`src/rtl/axis_dac_scheduler.sv`:
```
// axis_dac_scheduler
//   Plays back timestamped DAC words. Each 64-bit AXI-Stream beat carries
//   {dac_code, ts}. The word sits in a one-entry holding register until the
//   local time counter reaches ts. It is then driven to the DAC one clock
//   later, together with a single-cycle strobe. All logic runs in the
//   ADC/DAC clock domain.
//
// Ports
//   clk, reset        processing clock; asynchronous active-high reset
//   enable            run control; 0 = flush the hold and clear time
//   packet_size       expected beats per tlast packet (0 = no check)
//   s_axis_*          AXI-Stream slave (tdata/tvalid/tready/tlast/tkeep)
//   dac_out           registered DAC code
//   dac_strobe        1-cycle pulse when dac_out updates
//   time_now          local time counter (advances TIME_STEP per clk)
//   late_count        saturating count of words that fired late
//   words_played      wrapping count of fired words
//   pkt_err           sticky framing / tkeep error
//
// Handshake: a beat transfers on a rising clk edge where s_axis_tvalid and
// s_axis_tready are both 1. s_axis_tready is combinational. It is high
// when the block is enabled and either the hold is empty or the held word
// fires in this same cycle. A fire and an accept in the same cycle reload
// the hold without a bubble.
module axis_dac_scheduler #(
    parameter int DAC_W     = 14,
    parameter int TS_W      = 50,
    parameter int TIME_STEP = 8,
    parameter int LATE_W    = 16
) (
    input  logic              clk,
    input  logic              reset,
    input  logic              enable,
    input  logic [31:0]       packet_size,
    input  logic [63:0]       s_axis_tdata,
    input  logic              s_axis_tvalid,
    output logic              s_axis_tready,
    input  logic              s_axis_tlast,
    input  logic [7:0]        s_axis_tkeep,
    output logic [DAC_W-1:0]  dac_out,
    output logic              dac_strobe,
    output logic [TS_W-1:0]   time_now,
    output logic [LATE_W-1:0] late_count,
    output logic [31:0]       words_played,
    output logic              pkt_err
);

    typedef enum logic {
        ST_EMPTY = 1'b0,
        ST_HOLD  = 1'b1
    } state_t;

    state_t            state;
    state_t            state_next;

    logic [DAC_W-1:0]  hold_code;
    logic [TS_W-1:0]   hold_ts;
    logic              hold_new;     // first cycle of the current word in HOLD
    logic              enable_d;
    logic [31:0]       beat_cnt;
    logic [31:0]       pkt_size_q;

    logic              fire;
    logic              accept;
    logic              late_now;
    logic [31:0]       size_eff;
    logic              at_last;
    logic              frame_bad;

    // ------------------------------------------------------------------
    // Next-state and combinational controls
    // ------------------------------------------------------------------
    always_comb begin
        fire          = 1'b0;
        s_axis_tready = 1'b0;
        accept        = 1'b0;
        late_now      = 1'b0;
        state_next    = state;

        // A disabled block never fires; its hold is simply dropped.
        fire = enable && (state == ST_HOLD) && (time_now >= hold_ts);
        // Reset is included so tready reads 0 while reset is asserted.
        s_axis_tready = enable && !reset && ((state == ST_EMPTY) || fire);
        accept        = s_axis_tvalid && s_axis_tready;
        late_now      = fire && hold_new && (hold_ts < time_now);

        if (!enable) begin
            state_next = ST_EMPTY;
        end else begin
            case (state)
                ST_EMPTY: if (accept)          state_next = ST_HOLD;
                ST_HOLD:  if (fire && !accept) state_next = ST_EMPTY;
                default:                       state_next = ST_EMPTY;
            endcase
        end
    end

    // Framing: the packet length is taken from packet_size on the first
    // beat of a packet and held in pkt_size_q for the remaining beats.
    always_comb begin
        size_eff  = (beat_cnt == 32'd0) ? packet_size : pkt_size_q;
        at_last   = (size_eff != 32'd0) && (beat_cnt == size_eff - 32'd1);
        frame_bad = accept &&
                    (((size_eff != 32'd0) && (s_axis_tlast != at_last)) ||
                     (s_axis_tkeep != 8'hFF));
    end

    // ------------------------------------------------------------------
    // State register
    // ------------------------------------------------------------------
    always_ff @(posedge clk or posedge reset) begin
        if (reset) begin
            state <= ST_EMPTY;
        end else begin
            state <= state_next;
        end
    end

    // ------------------------------------------------------------------
    // Time base
    // ------------------------------------------------------------------
    always_ff @(posedge clk or posedge reset) begin
        if (reset) begin
            time_now <= '0;
        end else if (enable) begin
            time_now <= time_now + TS_W'(TIME_STEP);
        end else begin
            time_now <= '0;
        end
    end

    // ------------------------------------------------------------------
    // Holding register and playback outputs
    // ------------------------------------------------------------------
    always_ff @(posedge clk or posedge reset) begin
        if (reset) begin
            hold_code    <= '0;
            hold_ts      <= '0;
            hold_new     <= 1'b0;
            dac_out      <= '0;
            dac_strobe   <= 1'b0;
            words_played <= '0;
            late_count   <= '0;
        end else begin
            hold_new   <= accept;
            dac_strobe <= fire;
            if (accept) begin
                hold_code <= s_axis_tdata[63 -: DAC_W];
                hold_ts   <= s_axis_tdata[TS_W-1:0];
            end
            if (fire) begin
                dac_out      <= hold_code;
                words_played <= words_played + 32'd1;
            end
            if (late_now && (late_count != {LATE_W{1'b1}})) begin
                late_count <= late_count + LATE_W'(1);
            end
        end
    end

    // ------------------------------------------------------------------
    // Framing check
    // ------------------------------------------------------------------
    always_ff @(posedge clk or posedge reset) begin
        if (reset) begin
            enable_d   <= 1'b0;
            beat_cnt   <= '0;
            pkt_size_q <= '0;
            pkt_err    <= 1'b0;
        end else begin
            enable_d <= enable;
            // A flush abandons any partial packet.
            if (!enable) begin
                beat_cnt <= '0;
            end else if (accept) begin
                if (beat_cnt == 32'd0) begin
                    pkt_size_q <= packet_size;
                end
                if (s_axis_tlast || at_last) begin
                    beat_cnt <= '0;
                end else begin
                    beat_cnt <= beat_cnt + 32'd1;
                end
            end
            // A new error on the re-enable cycle wins over the clear.
            if (frame_bad) begin
                pkt_err <= 1'b1;
            end else if (enable && !enable_d) begin
                pkt_err <= 1'b0;
            end
        end
    end

endmodule

```
`config.mk`:
```
export PLATFORM = sky130hd
export DESIGN_NAME = axis_dac_scheduler
export DESIGN_NICKNAME = d
export VERILOG_FILES = /design/src/rtl/axis_dac_scheduler.sv
export SDC_FILE = /design/constraint.sdc
export NUM_CORES = 1
export LEC_CHECK = 0
export BUFFER_PORTS_ARGS = -buffer_cell sky130_fd_sc_hd__buf_2
export CELL_PAD_IN_SITES_DETAIL_PLACEMENT = 1
export CELL_PAD_IN_SITES_GLOBAL_PLACEMENT = 1
export CORE_MARGIN = 2
export CORE_UTILIZATION = 39
export CTS_BUF_LIST = sky130_fd_sc_hd__clkbuf_4 sky130_fd_sc_hd__clkbuf_8 sky130_fd_sc_hd__clkbuf_16
export CTS_CLUSTER_DIAMETER = 100
export DETAILED_ROUTE_END_ITERATION = 7
export PLACE_DENSITY_LB_ADDON = 0.15
export SLEW_MARGIN = 10
export SYNTH_ARGS = -nofsm -noshare
export SYNTH_HDL_FRONTEND = slang
export SYNTH_SLANG_ARGS = --single-unit
```
`constraint.sdc`:
```
create_clock -name clk -period 6.95 [get_ports clk]
set_clock_uncertainty 0.2 [all_clocks]
set_input_delay 0.695 -clock clk [delete_from_list [all_inputs] [get_ports clk]]
set_output_delay 0.695 -clock clk [all_outputs]
set_load 0.02 [all_outputs]
```
==> impl_summary.log, run 1 <==
[metrics] startpoint kind of the worst setup timing path: flop
[metrics] shortest clock period the worst path allows after layout: 6.05 ns
[metrics] global placer's final weighted congestion: ~0.89
[metrics] routed via count divided by cell count: between 5 and 6
[metrics] Area contributors post-synth: dfrtp_1 (44%), nand2_1 (9.0%), xnor2_1 (6.4%)
[metrics] worst min-delay path category: in -> reg
[metrics] maximum number of pins on one net before global-route repair: 75
[metrics] RSZ-0062 raised after global routing: no
[metrics] outcome: finished, final reports clean
[metrics] power density cells: between 200 and 300 nW/um2
[metrics] Final Max Tran Viols: 0
[metrics] worst ir drop on vdd: 0.000206 V
[metrics] antenna diode instance count: 0
[metrics] final setup violation count: 0
[metrics] post_cts resized: 0
[metrics] total wire length after detailed routing: between 40000 and 50000 um
[metrics] gr usage total: 0.235
[metrics] Critical Path End Type: flop
[metrics] multi-input gate area in the final layout: between 7000 and 8000 um2
[metrics] clock tree from TritonCTS: done
[metrics] top-area cell type share of the netlist area: 0.436
[metrics] Area Overhead vs Synth: 18.7%
[metrics] Synth Register Bits: between 200 and 250
[metrics] Final Cycle Share: 0.871
[metrics] most frequent cell after synthesis: nand2_1
[metrics] Final Hold Slack: 0.109 ns
[metrics] Max transition margin: 0.255
[metrics] required time at the endpoint of the critical path: 7.20 ns
[metrics] DIE AREA: approximately 37000 um2
[metrics] Iter 0 DRT Violations: 630
[metrics] antenna violations before repair: 1
[metrics] cell occurring most often along the worst timing path: nand4_1
[metrics] Register Area: ~6000 um2
[metrics] count of unique library cells instantiated by Yosys: between 70 and 80
[metrics] Avg Cell Area, Syn: slightly below 9 um2
[metrics] total number of yosys warnings: 0
[metrics] number of buffers between clock root and the deepest sink: 3
[metrics] slew at the pin closest to its max-slew limit: approximately 1.1 ns
[metrics] Port-buffer cells: between 200 and 250
[metrics] vias in the first global route: 12800
[metrics] number of hold buffers added after CTS: 0
[metrics] standard-cell rows: 69
[metrics] commonest cells in the netlist: nand2_1 (334), dfrtp_1 (242), xnor2_1 (101)
[metrics] number of cells produced by synthesis: between 1500 and 2000
[metrics] crit-path cells: buf_4 > nor4_1 > nand4_1 > nor2_4 > mux2i_1 > ha_1 > nand4_1 > or4_1 > nand3b_1 > nand4_1 > o21ai_0 > or4b_1 > nor4_1 > nand4b_1 > ha_1 > o31ai_1 > buf_4 > or4_1 > nand2_1
[metrics] post-synthesis async set-or-reset flop share: 1.00
[metrics] Post-CTS Setup Inserts: 0
[metrics] Max Fanout on Critical Path: 17
[metrics] Syn Std Cell Area: roughly 14000 um2
[metrics] Worst path slowest cell: or4_1
[metrics] portion of the post-synthesis area used by sequential elements: 0.436
[metrics] critical path arrival: 6.31 ns
[metrics] number of buffers created by CTS: 30
[metrics] Achievable Freq: between 150 and 200 MHz
[metrics] count of buffering cells on the critical path with inverters included: 2
[metrics] max capacitance violation total: 0
[metrics] setup slack of the most critical reg-to-reg path: 0.90 ns
[metrics] total grt overflow: 0
[metrics] Hold Fails Final Rpt: 0
[metrics] effective utilization at floorplan: 0.393
[metrics] cell family with the largest share of critical-path delay: simple AND/OR/NAND/NOR gates
[metrics] share of cells above drive strength 1: 0.188
[metrics] number of DRC violations after detailed routing: 0
[metrics] top_reg_cell synth: dfrtp_1
[metrics] cell chosen for the clock root: clkbuf_16
[metrics] Boundary Pins: 224
[metrics] Net count, final: between 1500 and 2000
[metrics] Skew-Pair Late Insertion Delay: 0.58 ns
[metrics] biggest cell delay along the critical path: 0.58 ns
[metrics] Worst Setup Path Type: reg -> reg
[metrics] die width: between 150 and 200 um
[metrics] EDFF count, synth: 0
[metrics] Vert. Die Dim: about 190 um
[metrics] average routed wire per standard cell: around 19 um
[metrics] deepest level of the CTS H-tree: 1
[metrics] antenna violation net count after detailed routing: 0
[metrics] number of iterations in the first detailed-routing pass: 5
[metrics] Pleak: around 7.7 nW
[metrics] filler instances: ~4200
[metrics] aggregate negative setup slack: 0 ns
[metrics] Clock transition at path regs: around 0.06 ns
[metrics] core region area: 35300 um2
[metrics] first-pass GRT wire length: around 69000 um
[metrics] total via count in the routed design: roughly 12000
[metrics] library cell with the largest summed area after synthesis: dfrtp_1
[metrics] CTS sink cnt: about 240
[metrics] HPWL reported at the end of detailed placement: approximately 32000 um
## placed cells by master, fill, tap and decap left out, types with 13 or more instances in the layout
cell and n:
nand2_1 334, dfrtp_1 242, buf_2 220, xnor2_1 101, nor2_1 89, inv_1 61, nand3_1 57, ha_1 55
nand4_1 54, a21oi_1 53, nor3_1 47, o21ai_0 37, xor2_1 34, clkbuf_16 30, nor4_1 29, or3_1 28
mux2i_1 27, or4_1 27, mux2_2 25, and3_1 19, and2_1 13, a21o_1 13
## metal layers
layer | wire [um] | GRT usage
met1 | 19200 | 0.308
met2 | 20900 | 0.392
met3 | 2200 | 0.0424
met4 | 1210 | 0.0731
met5 | 0 | 0
## path summary, 6_finish.rpt
path                                  start               end  depth (start not counted)
setup / recovery               beat_cnt[20]      beat_cnt[28]                         19
hold / removal             s_axis_tdata[18]       hold_ts[18]                          3
setup reg to reg               beat_cnt[20]      beat_cnt[28]                         19
hold reg to reg                hold_code[9]        dac_out[9]                          2
max in group asynchronous             reset  words_played[16]                          3
min in group asynchronous             reset      beat_cnt[22]                          2
## worst min-delay path, cell delays in order
cell and delay, ns:
buf_2 0.07, nand2_1 0.04, nand2_1 0.04
## power breakdown
part,internal [W],leakage [nW],switching [W]
sequential,0.00157,3.19,0.000145
combinational,0.000285,4.01,0.000443
clock,0.00107,0.539,0.000638
## area by class of cell
class / count / area share
repair buffers: 230 / 0.0714
well taps: 461 / 0.0350
inverters: 64 / 0.0148
flip-flops and latches: 242 / 0.367
clock inverters: 12 / 0.0127
multi-input cells: 1190 / 0.445
clock buffers: 43 / 0.0538
## registers in the layout (all words and copies together) (netlist names), 14 cells and up
name / cells
pkt_size_q: 32
dac_out: 14
time_now: 47
late_count: 16
words_played: 32
hold_code: 14
beat_cnt: 32
hold_ts: 50
## kinds of logic (layout without fill, tap and decap cells)
group,after synthesis,after routing,share of synthesized area
fa+ha+maj,55,55,0.0496
other cells,1,3,0.000270
buf+inv,125,349,0.0364
mux,52,52,0.0397
compound gates,181,181,0.0842
simple gates,764,764,0.269
xor+xnor,135,135,0.0851
flops,242,242,0.436
## per-stage QoR
step | setup slack, ns | utilization | area, um2 | std cells | total power [W]
2_1_floorplan | 0.984 | - | 13900 | 1557 | 0.00218
3_3_place_gp | 1.17 | 0.436 | 15400 | 2187 | 0.00244
3_5_place_dp | 0.905 | 0.436 | 15400 | 2187 | 0.00247
4_1_cts | 0.892 | 0.467 | 16500 | 2242 | 0.00422
5_1_grt | 0.308 | 0.467 | 16500 | 2242 | 0.00437
6_report | 0.896 | 0.467 | 16500 | 2242 | 0.00415
Note: power is estimated with default switching activity, not from simulation.
==> run 2: changes to the inputs <==
--- a/config.mk
+++ b/config.mk
@@ -8,8 +8,9 @@
 export BUFFER_PORTS_ARGS = -buffer_cell sky130_fd_sc_hd__buf_2
 export CELL_PAD_IN_SITES_DETAIL_PLACEMENT = 1
 export CELL_PAD_IN_SITES_GLOBAL_PLACEMENT = 1
+export CORE_ASPECT_RATIO = 2
 export CORE_MARGIN = 2
-export CORE_UTILIZATION = 39
+export CORE_UTILIZATION = 47
 export CTS_BUF_LIST = sky130_fd_sc_hd__clkbuf_4 sky130_fd_sc_hd__clkbuf_8 sky130_fd_sc_hd__clkbuf_16
 export CTS_CLUSTER_DIAMETER = 100
 export DETAILED_ROUTE_END_ITERATION = 7
==> constraint.sdc (replaced) <==
create_clock -name clk -period 7.6 [get_ports clk]
set_clock_uncertainty 0.2 [all_clocks]
set_input_delay 0.76 -clock clk [delete_from_list [all_inputs] [get_ports clk]]
set_output_delay 0.76 -clock clk [all_outputs]
set_load 0.02 [all_outputs]
==> run 2 against run 1 <==
  * Sequential cell count unchanged
  * Clock power decreased by 20%
  * Routed wire length increased by 0.95%
  * Largest power group unchanged
==> impl_summary.log, run 2 (synthesis gave the netlist of run 1 again) <==
[metrics] CTS sink cnt: 242 (unchanged)
[metrics] clock tree from TritonCTS: done
[metrics] post_cts resized: 0 (unchanged)
[metrics] most frequent cells in the layout: nand2_1 (334), dfrtp_1 (242), buf_2 (220)
[metrics] critical path arrival: 6.45 ns (+0.14 ns)
[metrics] global placer's final weighted congestion: 0.948 (+6.7%)
[metrics] worst min-delay path category: in -> reg
[metrics] Post-CTS Setup Inserts: 0 (unchanged)
[metrics] commonest non-fill, non-tap cell in the layout: nand2_1
[metrics] number of hold buffers added after CTS: 0 (unchanged)
[metrics] final setup violation count: 0 (unchanged)
[metrics] Achievable Freq: 161 MHz (-2.8%)
[metrics] max capacitance violation total: 0 (unchanged)
[metrics] core region area: 29300 um2 (-17%)
[metrics] required time at the endpoint of the critical path: 7.83 ns (+0.63 ns)
[metrics] RSZ-0062 raised after global routing: no
[metrics] power density cells: 223 nW/um2 (-12%)
[metrics] HPWL reported at the end of detailed placement: 32500 um (+2.3%)
[metrics] aggregate negative setup slack: 0 ns (unchanged)
[metrics] outcome: finished, final reports clean
[metrics] DIE AREA: 31000 um2 (-16%)
[metrics] setup slack of the most critical reg-to-reg path: 1.37 ns (+0.48 ns)
[metrics] register ranked first by flip-flop count: hold_ts
[metrics] Boundary Pins: 224 (unchanged)
[metrics] number of iterations in the first detailed-routing pass: 5 (unchanged)
[metrics] pre-CTS setup slack: 1.54 ns (+0.630 ns)
[metrics] Max Fanout on Critical Path: 17 (unchanged)
[metrics] timing endpoint of the critical path: beat_cnt[18]
[metrics] Hold Fails Final Rpt: 0 (unchanged)
[metrics] number of flip-flops under the largest register name: 50 (unchanged)
[metrics] Vert. Die Dim: 247 um (+28%)
[metrics] worst setup path startpoint: beat_cnt[0]
[metrics] Final Cycle Share: 0.819 (-0.0518)
[metrics] effective utilization at floorplan: 0.474 (+0.0809)
[metrics] antenna violation net count after detailed routing: 0 (unchanged)
[metrics] gr usage total: 0.281 (+0.0461)
[metrics] die width: 126 um (-35%)
[metrics] Critical Path End Type: flop
[metrics] first-pass GRT wire length: 70600 um (+2.0%)
[metrics] worst ir drop on vdd: 0.000194 V (-5.8%)
[metrics] antenna violations before repair: 3 (+2)
[metrics] total grt overflow: 0 (unchanged)
[metrics] number of DRC violations after detailed routing: 0 (unchanged)
[metrics] vias in the first global route: 13200 (+3.2%)
[metrics] routed via count divided by cell count: 5.90 (+8.7%)
[metrics] cell chosen for the clock root: clkbuf_16
[metrics] slew at the pin closest to its max-slew limit: 0.935 ns (-0.180 ns)
[metrics] number of buffers between clock root and the deepest sink: 3 (unchanged)
[metrics] Reg2Reg Depth: 20 (+1)
[metrics] startpoint kind of the worst setup timing path: flop
[metrics] shortest clock period the worst path allows after layout: 6.23 ns (+0.172 ns)
[metrics] Clock transition at path regs: 0.07 ns (about the same)
[metrics] Worst Setup Path Type: reg -> reg
[metrics] r2r startpoint: beat_cnt[0]
[metrics] share of cells above drive strength 1: 0.183 (-0.00515)
[metrics] maximum number of pins on one net before global-route repair: 71 (-5.3%)
[metrics] deepest level of the CTS H-tree: 1 (unchanged)
[metrics] Worst Hold Depth: 3 (unchanged)
[metrics] Net count, final: 1917 (-0.26%)
[metrics] final worst setup slack: 1.37 ns (+0.478 ns)
[metrics] Final Max Tran Viols: 0 (unchanged)
[metrics] Pleak: 7.65 nW (-1.2%)
[metrics] Port-buffer cells: 220 (unchanged)
[metrics] number of buffers created by CTS: 25 (-17%)
[metrics] total wire length after detailed routing: 43900 um (+0.95%)
[metrics] Iter 0 DRT Violations: 725 (+15%)
[metrics] average routed wire per standard cell: 20.6 um (+5.9%)
[metrics] capture instance of the worst register-to-register path: beat_cnt[18]
[metrics] standard-cell rows: 89 (+29%)
[metrics] Area Overhead vs Synth: 16.5%
[metrics] total via count in the routed design: 12600 (+3.6%)
[metrics] Skew-Pair Late Insertion Delay: 0.56 ns (-0.02 ns)
[metrics] leading registers by flop count: hold_ts (50), time_now (47)
[metrics] Max transition margin: 0.376 (+0.122)
run 2: cell type report:
class / count / area (um2)
multi-input combinational: 1190 / 7330
antenna: 3 / 7.51
clock inverter: 10 / 168
fill: 3470 / 13100
tap: 364 / 455
sequential: 242 / 6060
inverter: 64 / 244
clock buffer: 35 / 732
timing repair buffer: 230 / 1180
run 2: critical path, cell delays in order, from the launching register on:
cell	delay (ns)
dfrtp_1	0.46
inv_1	0.14
ha_1	0.16
nor4b_1	0.30
nand4_1	0.34
nor2_4	0.40
mux2i_1	0.36
ha_1	0.37
nand4_1	0.19
or4_1	0.60
nand3b_1	0.15
nand4_1	0.09
o21ai_0	0.18
or4b_1	0.44
nor4_1	0.30
nand4b_1	0.15
ha_1	0.46
o31ai_1	0.33
buf_4	0.28
or4_1	0.15
nand2_1	0.06
run 2: worst min path at each step:
stage,startpoint,to,slack [ns]
after floorplan,hold_ts[1],hold_ts[1],0.24
after global routing,s_axis_tdata[30],hold_ts[30],0.18
final,s_axis_tdata[51],hold_code[1],0.18
after detailed placement,hold_code[6],dac_out[6],0.25
after CTS,s_axis_tdata[27],hold_ts[27],0.16
after global placement,hold_code[2],dac_out[2],0.25
run 2: per-layer routing:
metal  GRT usage  up-vias  wire length, um  share of wire
met5           0        -                0              0
met4       0.109        0             1630          0.037
met3      0.0405       95             2340          0.053
met2       0.481      362            21700           0.49
met1       0.357     6343            18300           0.42
li1            -     5818                -              -
run 2: per-stage QoR:
step                 util  hold WS, ns  instances  total power [W]  cell area, um2
floorplan               -        0.238       1557          0.00200           13900
finish              0.552        0.184       2138          0.00360           16200
CTS                 0.552        0.158       2135          0.00364           16200
global placement    0.521        0.248       2090          0.00222           15300
detailed placement  0.521        0.252       2090          0.00226           15300
global route        0.552        0.180       2138          0.00377           16200
run 2: where the power goes:
part / internal [W] / switching, W
logic: 0.000262 / 0.000408
registers: 0.00143 / 0.000139
clock network: 0.000811 / 0.000549
==> run 3: changes to the inputs <==
--- a/config.mk
+++ b/config.mk
@@ -5,12 +5,13 @@
 export SDC_FILE = /design/constraint.sdc
 export NUM_CORES = 1
 export LEC_CHECK = 0
+export ABC_AREA = 1
 export BUFFER_PORTS_ARGS = -buffer_cell sky130_fd_sc_hd__buf_2
 export CELL_PAD_IN_SITES_DETAIL_PLACEMENT = 1
 export CELL_PAD_IN_SITES_GLOBAL_PLACEMENT = 1
 export CORE_ASPECT_RATIO = 2
 export CORE_MARGIN = 2
-export CORE_UTILIZATION = 47
+export CORE_UTILIZATION = 42
 export CTS_BUF_LIST = sky130_fd_sc_hd__clkbuf_4 sky130_fd_sc_hd__clkbuf_8 sky130_fd_sc_hd__clkbuf_16
 export CTS_CLUSTER_DIAMETER = 100
 export DETAILED_ROUTE_END_ITERATION = 7
==> constraint.sdc (replaced) <==
create_clock -name clk -period 6.3 [get_ports clk]
set_clock_uncertainty 0.2 [all_clocks]
set_input_delay 0.63 -clock clk [delete_from_list [all_inputs] [get_ports clk]]
set_output_delay 0.63 -clock clk [all_outputs]
set_load 0.02 [all_outputs]
==> run 3 against run 2 <==
  * Combinational power up 49%
  * Synthesized cell count rose by 39%
  * Final cell count increased by 33%
  * Cell area is 9.8% higher
  * Setup slack got worse by 0.17 ns
  * Sequential power is 19% higher
  * Sequential cell count unchanged
  * Count of clock-buffer cells in the layout decreased by 3
==> impl_summary.log, run 3 <==
[metrics] DIE AREA: 38000 um2 (+23%)
[metrics] Syn Std Cell Area: 15300 um2 (+10%)
[metrics] Clock transition at path regs: 0.06 ns (about the same)
[metrics] post-synthesis async set-or-reset flop share: 1.00 (unchanged)
[metrics] number of buffers created by CTS: 26 (+4.0%)
[metrics] cell chosen for the clock root: clkbuf_16
[metrics] Area Overhead vs Synth: 16.1%
[metrics] share of the synthesized area in compound gates (AO/OA/AOI/OAI): 0.0775 (-0.00675)
[metrics] register ranked first by flip-flop count: hold_ts
[metrics] Worst path slowest cell: nor2_8
[metrics] Post-Synth Simple-Gate Area: 0.359 (+0.0903)
[metrics] max capacitance violation total: 0 (unchanged)
[metrics] setup slack of the most critical reg-to-reg path: 1.20 ns (-0.17 ns)
[metrics] final setup violation count: 0 (unchanged)
[metrics] Final Hold Slack: 0.0440 ns (-0.140 ns)
[metrics] gr usage total: 0.286 (+0.00511)
[metrics] worst min-delay path category: in -> reg
[metrics] number of iterations in the first detailed-routing pass: 4 (-1)
[metrics] Worst Setup Path Type: reg -> reg
[metrics] average routed wire per standard cell: 19.3 um (-6.3%)
[metrics] combinational family with the most area after synthesis: simple AND/OR/NAND/NOR gates
[metrics] slew at the pin closest to its max-slew limit: 0.947 ns (+0.0121 ns)
[metrics] commonest cells in the netlist: nand2_1 (784), dfrtp_1 (242), nor2_1 (218)
[metrics] Net count, final: 2529 (+32%)
[metrics] CTS sink cnt: 242 (unchanged)
[metrics] antenna diode instance count: 0 (-3)
[metrics] Final Cycle Share: 0.809 (-0.00997)
[metrics] Port-buffer cells: 220 (unchanged)
[metrics] count of unique library cells instantiated by Yosys: 47 (-35%)
[metrics] power density cells: 262 nW/um2 (+17%)
[metrics] Skew-Pair Late Insertion Delay: 0.58 ns (+0.02 ns)
[metrics] critical path arrival: 5.31 ns (-1.14 ns)
[metrics] clock tree from TritonCTS: done
[metrics] Critical Path End Type: flop
[metrics] Achievable Freq: 196 MHz (+22%)
[metrics] portion of the post-synthesis area used by sequential elements: 0.396 (-0.0400)
[metrics] cell occurring most often along the worst timing path: nand2_1
[metrics] first-pass GRT wire length: 86600 um (+23%)
[metrics] count of buffering cells on the critical path with inverters included: 4 (+2)
[metrics] share of cells above drive strength 1: 0.146 (-0.0366)
[metrics] routed via count divided by cell count: 5.34 (-9.5%)
[metrics] Pleak: 8.98 nW (+17%)
[metrics] required time at the endpoint of the critical path: 6.51 ns (-1.32 ns)
[metrics] total wire length after detailed routing: 54600 um (+24%)
[metrics] filler instances: 4735 (+36%)
[metrics] number of buffers between clock root and the deepest sink: 3 (unchanged)
[metrics] Hold Fails Final Rpt: 0 (unchanged)
[metrics] startpoint kind of the worst setup timing path: flop
[metrics] aggregate negative setup slack: 0 ns (unchanged)
[metrics] xor-xnor portion of the synthesized cell area: 0.0470 (-0.0382)
[metrics] Synth Register Bits: 242 (unchanged)
[metrics] vias in the first global route: 16700 (+26%)
[metrics] antenna violation net count after detailed routing: 0 (unchanged)
[metrics] Max transition margin: 0.368 (-0.00806)
[metrics] Area contributors post-synth: dfrtp_1 (40%), nand2_1 (19%), nor2_1 (5.4%)
[metrics] leading registers by flop count: hold_ts (50), time_now (47)
[metrics] RSZ-0062 raised after global routing: no
[metrics] Avg Cell Area, Syn: 7.07 um2 (-21%)
[metrics] Max Fanout on Critical Path: 35 (+18)
[metrics] total via count in the routed design: 15100 (+20%)
[metrics] top-area cell type share of the netlist area: 0.396 (-0.0400)
[metrics] Vert. Die Dim: 274 um (+11%)
[metrics] worst ir drop on vdd: 0.000238 V (+22%)
[metrics] number of flip-flops under the largest register name: 50 (unchanged)
[metrics] maximum number of pins on one net before global-route repair: 136 (+92%)
[metrics] core region area: 35800 um2 (+22%)
[metrics] fraction of synthesized area in multiplexers: 0 (-0.0397)
[metrics] shortest clock period the worst path allows after layout: 5.10 ns (-1.13 ns)
[metrics] global placer's final weighted congestion: 0.954 (+0.64%)
[metrics] EDFF count, synth: 0 (unchanged)
[metrics] number of cells produced by synthesis: 2164 (+39%)
[metrics] final design utilization: 0.496 (-0.0562)
[metrics] antenna violations before repair: 0 (-3)
[metrics] total grt overflow: 0 (unchanged)
[metrics] cell family with the largest share of critical-path delay: simple AND/OR/NAND/NOR gates
[metrics] Iter 0 DRT Violations: 544 (-25%)
[metrics] die width: 139 um (+11%)
[metrics] number of DRC violations after detailed routing: 0 (unchanged)
[metrics] effective utilization at floorplan: 0.427 (-0.0471)
[metrics] HPWL reported at the end of detailed placement: 42400 um (+31%)
[metrics] commonest non-fill, non-tap cell in the layout: nand2_1
[metrics] top_reg_cell synth: dfrtp_1
[metrics] synthesized-area fraction occupied by adder cells: 0.0450 (-0.00455)
[metrics] Post-CTS Setup Inserts: 0 (unchanged)
[metrics] library cell with the largest summed area after synthesis: dfrtp_1
[metrics] Boundary Pins: 224 (unchanged)
[metrics] outcome: finished, final reports clean
[metrics] Final Max Tran Viols: 0 (unchanged)
[metrics] standard-cell rows: 98 (+10%)
[metrics] total number of yosys warnings: 0 (unchanged)
[metrics] most frequent cell after synthesis: nand2_1
[metrics] biggest cell delay along the critical path: 0.47 ns (-0.13 ns)
[metrics] most frequent cells in the layout: nand2_1 (784), dfrtp_1 (242), buf_2 (220)
[metrics] deepest level of the CTS H-tree: 1 (unchanged)
-- run 3: kinds of logic after synthesis --
| logic type | count (synthesis) |
|---|---|
| buf+inv | 281 |
| compound gates | 212 |
| simple gates | 1291 |
| flops | 242 |
| xor+xnor | 82 |
| fa+ha+maj | 55 |
| other cells | 1 |
-- run 3: metrics by stage --
step	worst slack [ns]	total power (W)	cell area (um2)	instances
3_3_place_gp	1.41	0.00285	16800	2786
5_1_grt	0.695	0.00489	17800	2834
3_5_place_dp	1.20	0.00290	16800	2786
6_report	1.20	0.00464	17800	2834
2_1_floorplan	2.29	0.00253	15300	2166
4_1_cts	1.18	0.00470	17800	2834
-- run 3: what timing repair did --
item                                    4_1_cts  5_1_grt
hold buffers                                  1        0
endpoints found under the hold margin         5        0
endpoints found under the setup margin        0        0
resized for setup                             0        0
-- run 3: worst paths after layout --
kind,end,cells after the start,startpoint
worst max-delay path,beat_cnt[6],28,beat_cnt[0]
worst min-delay path,hold_ts[32],3,s_axis_tdata[32]
worst max register to register,beat_cnt[6],28,beat_cnt[0]
worst min register to register,dac_out[11],2,hold_code[11]
max in group asynchronous,hold_ts[49],4,reset
min in group asynchronous,hold_ts[32],3,reset
-- run 3: final cells by class --
class                           count  area [um2]  share of cell area
Clock buffer                       32         708              0.0399
Clock inverter                     15         262              0.0147
Inverter                          215         811              0.0457
Multi-Input combinational cell   1643        8100               0.456
Sequential cell                   242        6060               0.341
Tap cell                          450         563              0.0317
Timing Repair Buffer              237        1260              0.0707
-- run 3: where the power goes --
part           switching, W  total [W]  internal (W)
registers          0.000127    0.00187       0.00174
clock network      0.000694    0.00178       0.00109
logic              0.000665   0.000999      0.000334
total               0.00149    0.00464       0.00316
-- run 3: layer usage --
layer / track usage / part of all wire
met1: 0.272 / 0.34
met2: 0.572 / 0.56
met3: 0.0304 / 0.031
met4: 0.180 / 0.070
met5: 0 / 0
-- run 3: worst reg2reg max path: cells and delay by family (launching register included) --
| family | cells | cell delay [ns] |
|---|---|---|
| buffers and inverters | 4 | 0.69 |
| adders and majority gates | 3 | 0.76 |
| DFF | 1 | 0.41 |
| and+or+nand+nor | 19 | 2.56 |
| AOI/OAI and AO/OA | 2 | 0.35 |
